`src/rtl/mips_mc_pkg.sv`:
```
`default_nettype none
// ============================================================================
// Module   : mips_mc_pkg
// Purpose  : Shared states, opcodes, function codes and ALU encodings for the
//            multicycle MIPS controller.
// Revision : 1.0
// ============================================================================
package mips_mc_pkg;

  typedef enum logic [3:0] {
    RST     = 4'd0,
    FETCH   = 4'd1,
    DECODE  = 4'd2,
    MEMADR  = 4'd3,
    MEMRD   = 4'd4,
    MEMWB   = 4'd5,
    MEMWR   = 4'd6,
    RTYPEEX = 4'd7,
    RTYPEWB = 4'd8,
    BEQ     = 4'd9,
    ADDIEX  = 4'd10,
    ADDIWB  = 4'd11,
    JUMP    = 4'd12
  } state_t;

  localparam logic [5:0] OP_RTYPE = 6'b000000;
  localparam logic [5:0] OP_LW    = 6'b100011;
  localparam logic [5:0] OP_SW    = 6'b101011;
  localparam logic [5:0] OP_BEQ   = 6'b000100;
  localparam logic [5:0] OP_BNE   = 6'b000101;
  localparam logic [5:0] OP_ADDI  = 6'b001000;
  localparam logic [5:0] OP_J     = 6'b000010;

  localparam logic [5:0] FUNCT_ADD = 6'b100000;
  localparam logic [5:0] FUNCT_SUB = 6'b100010;
  localparam logic [5:0] FUNCT_AND = 6'b100100;
  localparam logic [5:0] FUNCT_OR  = 6'b100101;
  localparam logic [5:0] FUNCT_SLT = 6'b101010;

  localparam logic [2:0] ALU_ADD = 3'b010;
  localparam logic [2:0] ALU_SUB = 3'b110;
  localparam logic [2:0] ALU_AND = 3'b000;
  localparam logic [2:0] ALU_OR  = 3'b001;
  localparam logic [2:0] ALU_SLT = 3'b111;

  // ALU operation class requested by the FSM; FUNCT defers to the R-type funct field.
  localparam logic [1:0] ALUOP_ADD   = 2'b00;
  localparam logic [1:0] ALUOP_SUB   = 2'b01;
  localparam logic [1:0] ALUOP_FUNCT = 2'b10;

  function automatic logic is_store(input logic [5:0] op);
    return op == OP_SW;
  endfunction

endpackage
`default_nettype wire

```
`src/rtl/mc_aludec.sv`:
```
`default_nettype none
// ============================================================================
// Module   : mc_aludec
// Purpose  : Combinational ALU decoder: aluop + funct -> alucontrol, funct_valid.
// Revision : 1.0
// ============================================================================
import mips_mc_pkg::*;

module mc_aludec (
  input  logic [5:0] funct,
  input  logic [1:0] aluop,
  output logic [2:0] alucontrol,
  output logic       funct_valid
);

  logic [2:0] w_funct_ctl;

  // funct_valid is independent of aluop so DECODE can reject bad R-types early.
  always_comb begin
    w_funct_ctl = ALU_ADD;
    funct_valid = 1'b1;
    case (funct)
      FUNCT_ADD: w_funct_ctl = ALU_ADD;
      FUNCT_SUB: w_funct_ctl = ALU_SUB;
      FUNCT_AND: w_funct_ctl = ALU_AND;
      FUNCT_OR:  w_funct_ctl = ALU_OR;
      FUNCT_SLT: w_funct_ctl = ALU_SLT;
      default:   funct_valid = 1'b0;
    endcase
  end

  always_comb begin
    alucontrol = ALU_ADD;
    case (aluop)
      ALUOP_SUB:   alucontrol = ALU_SUB;
      ALUOP_FUNCT: alucontrol = w_funct_ctl;
      default:     alucontrol = ALU_ADD;
    endcase
  end

endmodule
`default_nettype wire

```
`src/rtl/mips_multicycle_ctrl.sv`:
```
`default_nettype none
// ============================================================================
// Module   : mips_multicycle_ctrl
// Purpose  : Moore control FSM for a multicycle MIPS datapath with a unified,
//            variable-latency memory (mem_ready handshake).
// Revision : 1.0
// ============================================================================
import mips_mc_pkg::*;

module mips_multicycle_ctrl #(
  parameter int unsigned IMPLEMENT_BNE = 0
) (
  input  logic       clk,
  input  logic       reset,
  input  logic [5:0] op,
  input  logic [5:0] funct,
  input  logic       zero,
  input  logic       mem_ready,
  output logic       mem_req,
  output logic       memwrite,
  output logic       iord,
  output logic       irwrite,
  output logic       regdst,
  output logic       memtoreg,
  output logic       regwrite,
  output logic       alusrca,
  output logic [1:0] alusrcb,
  output logic [2:0] alucontrol,
  output logic [1:0] pcsrc,
  output logic       pcen,
  output logic       illegal_op,
  output logic [3:0] state_dbg
);

  state_t     r_state;
  state_t     w_next;
  logic [1:0] w_aluop;
  logic [2:0] w_aluctl;
  logic       w_funct_valid;

  mc_aludec u_aludec (
    .funct       (funct),
    .aluop       (w_aluop),
    .alucontrol  (w_aluctl),
    .funct_valid (w_funct_valid)
  );

  always_ff @(posedge clk or negedge reset) begin
    if (!reset) r_state <= RST;
    else        r_state <= w_next;
  end

  always_comb begin
    w_next     = r_state;
    w_aluop    = ALUOP_ADD;
    mem_req    = 1'b0;
    memwrite   = 1'b0;
    iord       = 1'b0;
    irwrite    = 1'b0;
    regdst     = 1'b0;
    memtoreg   = 1'b0;
    regwrite   = 1'b0;
    alusrca    = 1'b0;
    alusrcb    = 2'b00;
    pcsrc      = 2'b00;
    pcen       = 1'b0;
    illegal_op = 1'b0;
    case (r_state)
      RST: w_next = FETCH;
      FETCH: begin
        mem_req = 1'b1;
        alusrcb = 2'b01;
        // IR load and PC+4 only commit in the cycle memory delivers the word.
        if (mem_ready) begin
          irwrite = 1'b1;
          pcen    = 1'b1;
          w_next  = DECODE;
        end
      end
      DECODE: begin
        alusrcb = 2'b11;
        case (op)
          OP_LW, OP_SW: w_next = MEMADR;
          OP_RTYPE: begin
            w_next     = w_funct_valid ? RTYPEEX : FETCH;
            illegal_op = ~w_funct_valid;
          end
          OP_BEQ: w_next = BEQ;
          OP_BNE: begin
            if (IMPLEMENT_BNE != 0) begin
              w_next = BEQ;
            end else begin
              w_next     = FETCH;
              illegal_op = 1'b1;
            end
          end
          OP_ADDI: w_next = ADDIEX;
          OP_J:    w_next = JUMP;
          default: begin
            w_next     = FETCH;
            illegal_op = 1'b1;
          end
        endcase
      end
      MEMADR: begin
        alusrca = 1'b1;
        alusrcb = 2'b10;
        w_next  = is_store(op) ? MEMWR : MEMRD;
      end
      MEMRD: begin
        mem_req = 1'b1;
        iord    = 1'b1;
        if (mem_ready) w_next = MEMWB;
      end
      MEMWB: begin
        memtoreg = 1'b1;
        regwrite = 1'b1;
        w_next   = FETCH;
      end
      MEMWR: begin
        mem_req  = 1'b1;
        iord     = 1'b1;
        memwrite = 1'b1;
        if (mem_ready) w_next = FETCH;
      end
      RTYPEEX: begin
        alusrca = 1'b1;
        w_aluop = ALUOP_FUNCT;
        w_next  = RTYPEWB;
      end
      RTYPEWB: begin
        regdst   = 1'b1;
        regwrite = 1'b1;
        w_next   = FETCH;
      end
      BEQ: begin
        alusrca = 1'b1;
        w_aluop = ALUOP_SUB;
        pcsrc   = 2'b01;
        pcen    = (op == OP_BNE) ? ~zero : zero;
        w_next  = FETCH;
      end
      ADDIEX: begin
        alusrca = 1'b1;
        alusrcb = 2'b10;
        w_next  = ADDIWB;
      end
      ADDIWB: begin
        regwrite = 1'b1;
        w_next   = FETCH;
      end
      JUMP: begin
        pcsrc  = 2'b10;
        pcen   = 1'b1;
        w_next = FETCH;
      end
      default: w_next = RST;
    endcase
  end

  // Reset state drives every output low, including the ALU control default.
  assign alucontrol = (r_state == RST) ? 3'b000 : w_aluctl;
  assign state_dbg  = r_state;

endmodule
`default_nettype wire
```
`config.mk`:
```
export PLATFORM = sky130hd
export DESIGN_NAME = mips_multicycle_ctrl
export DESIGN_NICKNAME = d
export VERILOG_FILES = /design/src/rtl/mips_mc_pkg.sv /design/src/rtl/mc_aludec.sv /design/src/rtl/mips_multicycle_ctrl.sv
export SDC_FILE = /design/constraint.sdc
export NUM_CORES = 1
export LEC_CHECK = 0
export CORE_AREA = 2 2 46 48
export CTS_BUF_LIST = sky130_fd_sc_hd__clkbuf_16
export CTS_CLUSTER_DIAMETER = 120
export CTS_CLUSTER_SIZE = 30
export DETAILED_ROUTE_END_ITERATION = 8
export DIE_AREA = 0 0 48 50
export PLACE_DENSITY = 0.77
export SLEW_MARGIN = 10
export SYNTH_ARGS = -nofsm -noshare
export SYNTH_HDL_FRONTEND = slang
export SYNTH_HIERARCHICAL = 1
export SYNTH_SLANG_ARGS = --single-unit
```
`constraint.sdc`:
```
create_clock -name clk -period 2.15 [get_ports clk]
set_input_delay 0.3225 -clock clk [delete_from_list [all_inputs] [get_ports clk]]
set_output_delay 0.3225 -clock clk [all_outputs]
set_load 0.005 [all_outputs]
```
# After elaboration in Yosys (flattened, before gate mapping)
# Index checks and enable logic that the tools add are counted.
[op_classes]
addsub = 0
n_mul = 0
div = 0
n_lt_le_gt_ge = 0
n_eq_ne = 28
n_shift = 0
mux = 27
bitwise_logic = 2
n_reduce_logical = 12
[ops]
columns = ["cell", "n"]
rows = [
  ["equality test 6 bit, second input constant", 7],
  ["case mux 4 bit (8 select lines)", 1],
  ["equality test 4 bit, second input constant", 5],
  ["case mux 4 bit (5 select lines)", 1],
  ["equality test 4 x 3 -> 1 bit, second input constant", 4],
  ["equality test 6 x 3 -> 1 bit, second input constant", 2],
  ["two-way mux 1 bit", 12],
  ["two-way mux 4 bit", 3],
  ["case mux 3 bit (4 select lines)", 1],
  ["OR reduction 5 bit", 2],
  ["equality test 4 x 2 -> 1 bit, second input constant", 2],
  ["case mux 2 bit (2 select lines)", 2],
  ["equality test 6 x 2 -> 1 bit, second input constant", 1],
  ["equality test 6 x 4 -> 1 bit, second input constant", 1],
  ["logical NOT 6 bit", 1],
  ["two-way mux 3 bit", 2],
  ["!= test 2 bit, second input constant", 3],
  ["case mux 2 bit (3 select lines)", 1],
  ["case mux 3 bit (2 select lines)", 1],
  ["OR reduction 2 bit", 3],
  ["OR reduction 3 bit", 2],
  ["OR reduction 6 bit", 1],
  ["equality test 4 x 1 -> 1 bit, second input constant", 1],
  ["logical NOT 4 bit", 1],
  ["other kinds (8)", 9],
]
[word_totals]
regBits = 4
latch_bits = 0
mem_bits_rw = 0
romBits = 0
out_inout_bits = 21
mem_count = 0

# Logic depth before layout (Yosys ltp)
[logic_depth]
ltp_word = 6
ltp_mapped = 9
ltp_nobuf = 8

# By module
# Netlist, hierarchy kept.
[modules_own_cells]
columns = ["module", "instances", "cells_each", "area_each_um2", "seq_area_each_um2"]
rows = [
  ["mips_multicycle_ctrl", 1, 84, 553.0, 100.1],
  ["mc_aludec", 1, 18, 167.7, 0.0],
]

# Worst setup path before layout
# No wires, ideal clock.
[synth_path]
kind = "register -> output"
from = "register r_state[3], in the netlist state_dbg[3]"
to = "output port alucontrol[2]"
arrival_ps = 1802
setup_slack_ps = 26
path_stages_with_launch = 9
n_path_buf = 1
path_cell_list = "dfrtp_1 -> clkbuf_1 -> nand2b_1 -> nor2_1 -> inv_1 -> ha_1 -> nand4bb_1 -> o22ai_2 -> nor2b_1"
[synth_via]
elab_chain_cells = 5
[synth_rtl]
columns = ["element", "line", "source"]
rows = [
  ["start, declared", "mips_multicycle_ctrl.sv:35", "state_t r_state;"],
  ["start signal, assigned", "mips_multicycle_ctrl.sv:50", "else r_state <= w_next;"],
  ["equality test 4 bit / equality test 4 x 3 -> 1 bit (equally long branches)", "mips_multicycle_ctrl.sv:68", "case (r_state)"],
  ["case mux 2 bit (2 select lines) *", "mips_multicycle_ctrl.sv:68", ""],
  ["net w_aluop[0]", "mips_multicycle_ctrl.sv:37", "logic [1:0] w_aluop;"],
  ["equality test 2 bit / equality test 2 x 1 -> 1 bit (equally long branches)", "mc_aludec.sv:34", "case (aluop)"],
  ["case mux 3 bit (2 select lines) *", "mc_aludec.sv:34", ""],
  ["net w_aluctl[2]", "mips_multicycle_ctrl.sv:38", "logic [2:0] w_aluctl;"],
  ["two-way mux 3 bit *", "mips_multicycle_ctrl.sv:162", "assign alucontrol = (r_state == RST) ? 3'b000 : w_aluctl;"],
  ["end, declared", "mips_multicycle_ctrl.sv:28", "output logic [2:0] alucontrol,"],
]
# Mark *: on every way through the listed nets, which the timed path passes. The rest lies on a longest branch.

# Final worst setup path
[layout_path]
from = "register r_state[3], in the netlist state_dbg[3]"
to = "output port alucontrol[0]"
# Same word-level chain as after synthesis.

==> metrics.cfg <==
[placed_design]
port_buffers=36
hpwl_um=2060
dpl_cell_area_um2=1350
dp_slack_ns=-0.261
place_inst=193
place.gp.congestion=0.892

[drt]
drtAntennaViolNets=0
via_per_inst=5.86
drcViolationCount=0
wl_per_cell_um=18.2
drt_iter0_markers=56
vias=1183
routed_wl_um=3690
drt_first_pass_iters=4

[logic_synthesis]
synth_mux_area_share_pct=3.47
syn_area_per_cell_um2=7.07
synthCells=102
synth_cell_type_count=41
synth_top_area_cell=dfrtp_1
synth-xor-area-share_pct=3.65
synth_edf_count=0
synth_top_family_by_area=simple AND/OR/NAND/NOR gates
yosysWarningCount=6
syn_nets=120
ys.flop_type=dfrtp_1
synthTopCellsByArea=dfrtp_1 (14%), nor2_1 (9.9%), nand4bb_1 (4.7%), nor3_1 (4.2%), a21oi_1 (3.5%)
ys_seq_elements=4
synth_common_cells=nor2_1 (19), clkbuf_1 (6), inv_1 (6), nand2_1 (6), nor3_1 (6)
syn_area_um2=721
ys_async_sr_fraction_pct=100
synth_seq_area_share_pct=13.9
synth_top_area_share_pct=13.9
synth_compound_area_share_pct=21.9
synth_most_common_cell=nor2_1
synth-simple-area-share_pct=47.4
synthAdderAreaFrac_pct=3.47

[critical_path]
crit_path_end=alucontrol[0]
cp_num_buf_inv=2
slowest_stage=dfrtp_2
critPathCaptureType=output pin
max_stage_delay_ns=0.45
ff2ff_path_depth=6
r2r-start=state_dbg[1]
worst-path-stages=8
worstPathCellList=inv_2, nand2_4, nor2_4, ha_4, nand4bb_4, a21oi_2, nor2b_2, buf_2
start_kind=register
cp.arrival_ns=1.83
reg2reg_to=state_dbg[0]
cpLargestDelayFamily=simple AND/OR/NAND/NOR gates
crit_type=register to output pin
worst-path-max-fanout=4
worstPathRequired_ns=1.83
startpoint=state_dbg[3]
reg2reg_slack_ns=0.50

[timing]
setup_ws_ns=-0.00155
tightestPinTransition_ns=0.380
rsz0062_at_grt=yes
slew_headroom_pct=74.6
period_minus_slack_ns=2.15
fin_crit_sh_pct=100
drv_slew=0
max_freq_mhz=465
finalSetupViolCount=1
hold_viol_final=0
finClkSkew_ns=0.00489

[global_routing]
antenna_found_initial=0
grt_pass1_wl_um=4910
overflow=0
grt_max_degree=13
grt_pass1_vias=1079
gr-usage-all-layers_pct=28.4

[die]
io_pins=37
fp-row-count=16
fp.dieArea_um2=2400
core-area_um2=1900
dieWidth_um=48
die_h_um=50
start_util_pct=37.9

[clock_tree]
insertion_delay_ns=0.23
clock-root-buffer=clkbuf_16
path_clk_slew_ns=0.04
cts_sinks=4
cts_hold_buf=0
htree_levels=1
clock_path_buffers=2
numCtsBuffers=3
cts_tree=built

[final_layout]
drive_gt1_share_pct=46.3
fin_cells=202
diodes=0
nets=195
stdcell_area_um2=1660
synthToLayoutAreaGrowth_pct=131
largest_reg_flops=4

[power]
p_switching_uw=712
p_clk_share_pct=16.9
pwr-share-seq_pct=8.5
swShare_pct=40.5
leakage_uw=0.000785
powerDensity_nw_per_um2=1060
pwr-share-comb_pct=74.6
internal_power_uw=1050
vdd_drop_max_uv=682

[status]
violations=negative setup slack
outcome=finished, violations left

[job]
drv_cap=0

[worst_hold_path]
hold_class=input pin to async pin

[area by class of cell]
class	count	area [µm²]
fillers	87	239
flip-flops and latches	4	103
multi-input cells	86	753
repair buffers	76	676
inverters	6	22.5
clock buffers	3	75.1
well taps	27	33.8
[repair_timing]
item,4_1_cts,5_1_grt
endpoints found under the setup margin,6,13
resized for setup,43,30
pin swaps,11,6
buffers inserted,4,2
[worst register-to-register path: cells and delay by family, from the launching register on]
kind / cells / cell delay [ns]
AOI/OAI and AO/OA: 2 / 0.54
buffers and inverters: 3 / 0.43
DFF: 1 / 0.40
and+or+nand+nor: 1 / 0.14
[per-layer routing]
| metal | vias to the layer above | track usage [%] | part of all wire [%] |
|---|---|---|---|
| li1 | 521 | - | - |
| met1 | 554 | 34.3 | 35 |
| met2 | 90 | 47.8 | 52 |
| met3 | 18 | 4.03 | 8.6 |
| met4 | 0 | 11.7 | 3.8 |
| met5 | - | 0 | 0 |
[power groups by stage]
stage | logic [µW] | registers (µW) | clock network (µW)
floorplan | 392 | 135 | 0
global placement | 944 | 132 | 0
detailed placement | 970 | 132 | 0
CTS | 1110 | 144 | 294
global route | 1380 | 151 | 320
finish | 1310 | 150 | 298
[cells by family (layout without fill, tap and decap cells)]
| group | Yosys count | in the layout |
|---|---|---|
| adder cells (fa/ha/maj) | 2 | 2 |
| AO/OA/AOI/OAI | 21 | 21 |
| buffers and inverters | 12 | 85 |
| XOR/XNOR | 3 | 3 |
| flip-flops | 4 | 4 |
| AND/OR/NAND/NOR | 58 | 58 |
| multiplexers | 2 | 2 |
[worst min path at each step]
stage	from	endpoint	slack (ns)	depth (start not counted)
after global routing	reset	state_dbg[0]	0.33	1
after CTS	reset	state_dbg[3]	0.31	1
final	reset	state_dbg[0]	0.32	1
after detailed placement	reset	state_dbg[2]	0.53	1
after global placement	reset	state_dbg[2]	0.53	1
after floorplan	reset	state_dbg[0]	0.03	0
[through the flow]
stage	hold WS [ns]	utilization [%]	power, µW	TNS [ns]
after detailed placement	0.534	70.9	1100	-1.41
after global routing	0.327	87.4	1850	-0.249
after CTS	0.311	80.9	1550	-0.00133
after global placement	0.533	70.9	1080	-1.17
after floorplan	0.0269	-	527	0
final	0.322	87.4	1760	-0.00155
[cell usage in the layout (no fill, tap or decap), types with 3 or more instances in the layout]
| cell type | synthesis | layout |
|---|---|---|
| buf_4 | 0 | 35 |
| clkdlybuf4s50_1 | 0 | 21 |
| nor2_1 | 19 | 13 |
| dlymetal6s2s_1 | 0 | 8 |
| buf_6 | 0 | 5 |
| nand2_1 | 6 | 4 |
| a21oi_1 | 5 | 4 |
| nand2b_4 | 0 | 3 |
| nor2_4 | 0 | 3 |
| nor2_2 | 0 | 3 |
| inv_2 | 0 | 3 |
| nor3_1 | 6 | 3 |
| inv_1 | 6 | 3 |
| clkbuf_16 | 0 | 3 |
| dlygate4sd2_1 | 0 | 3 |
| buf_2 | 0 | 3 |
Note: power is estimated with default switching activity, not from simulation.
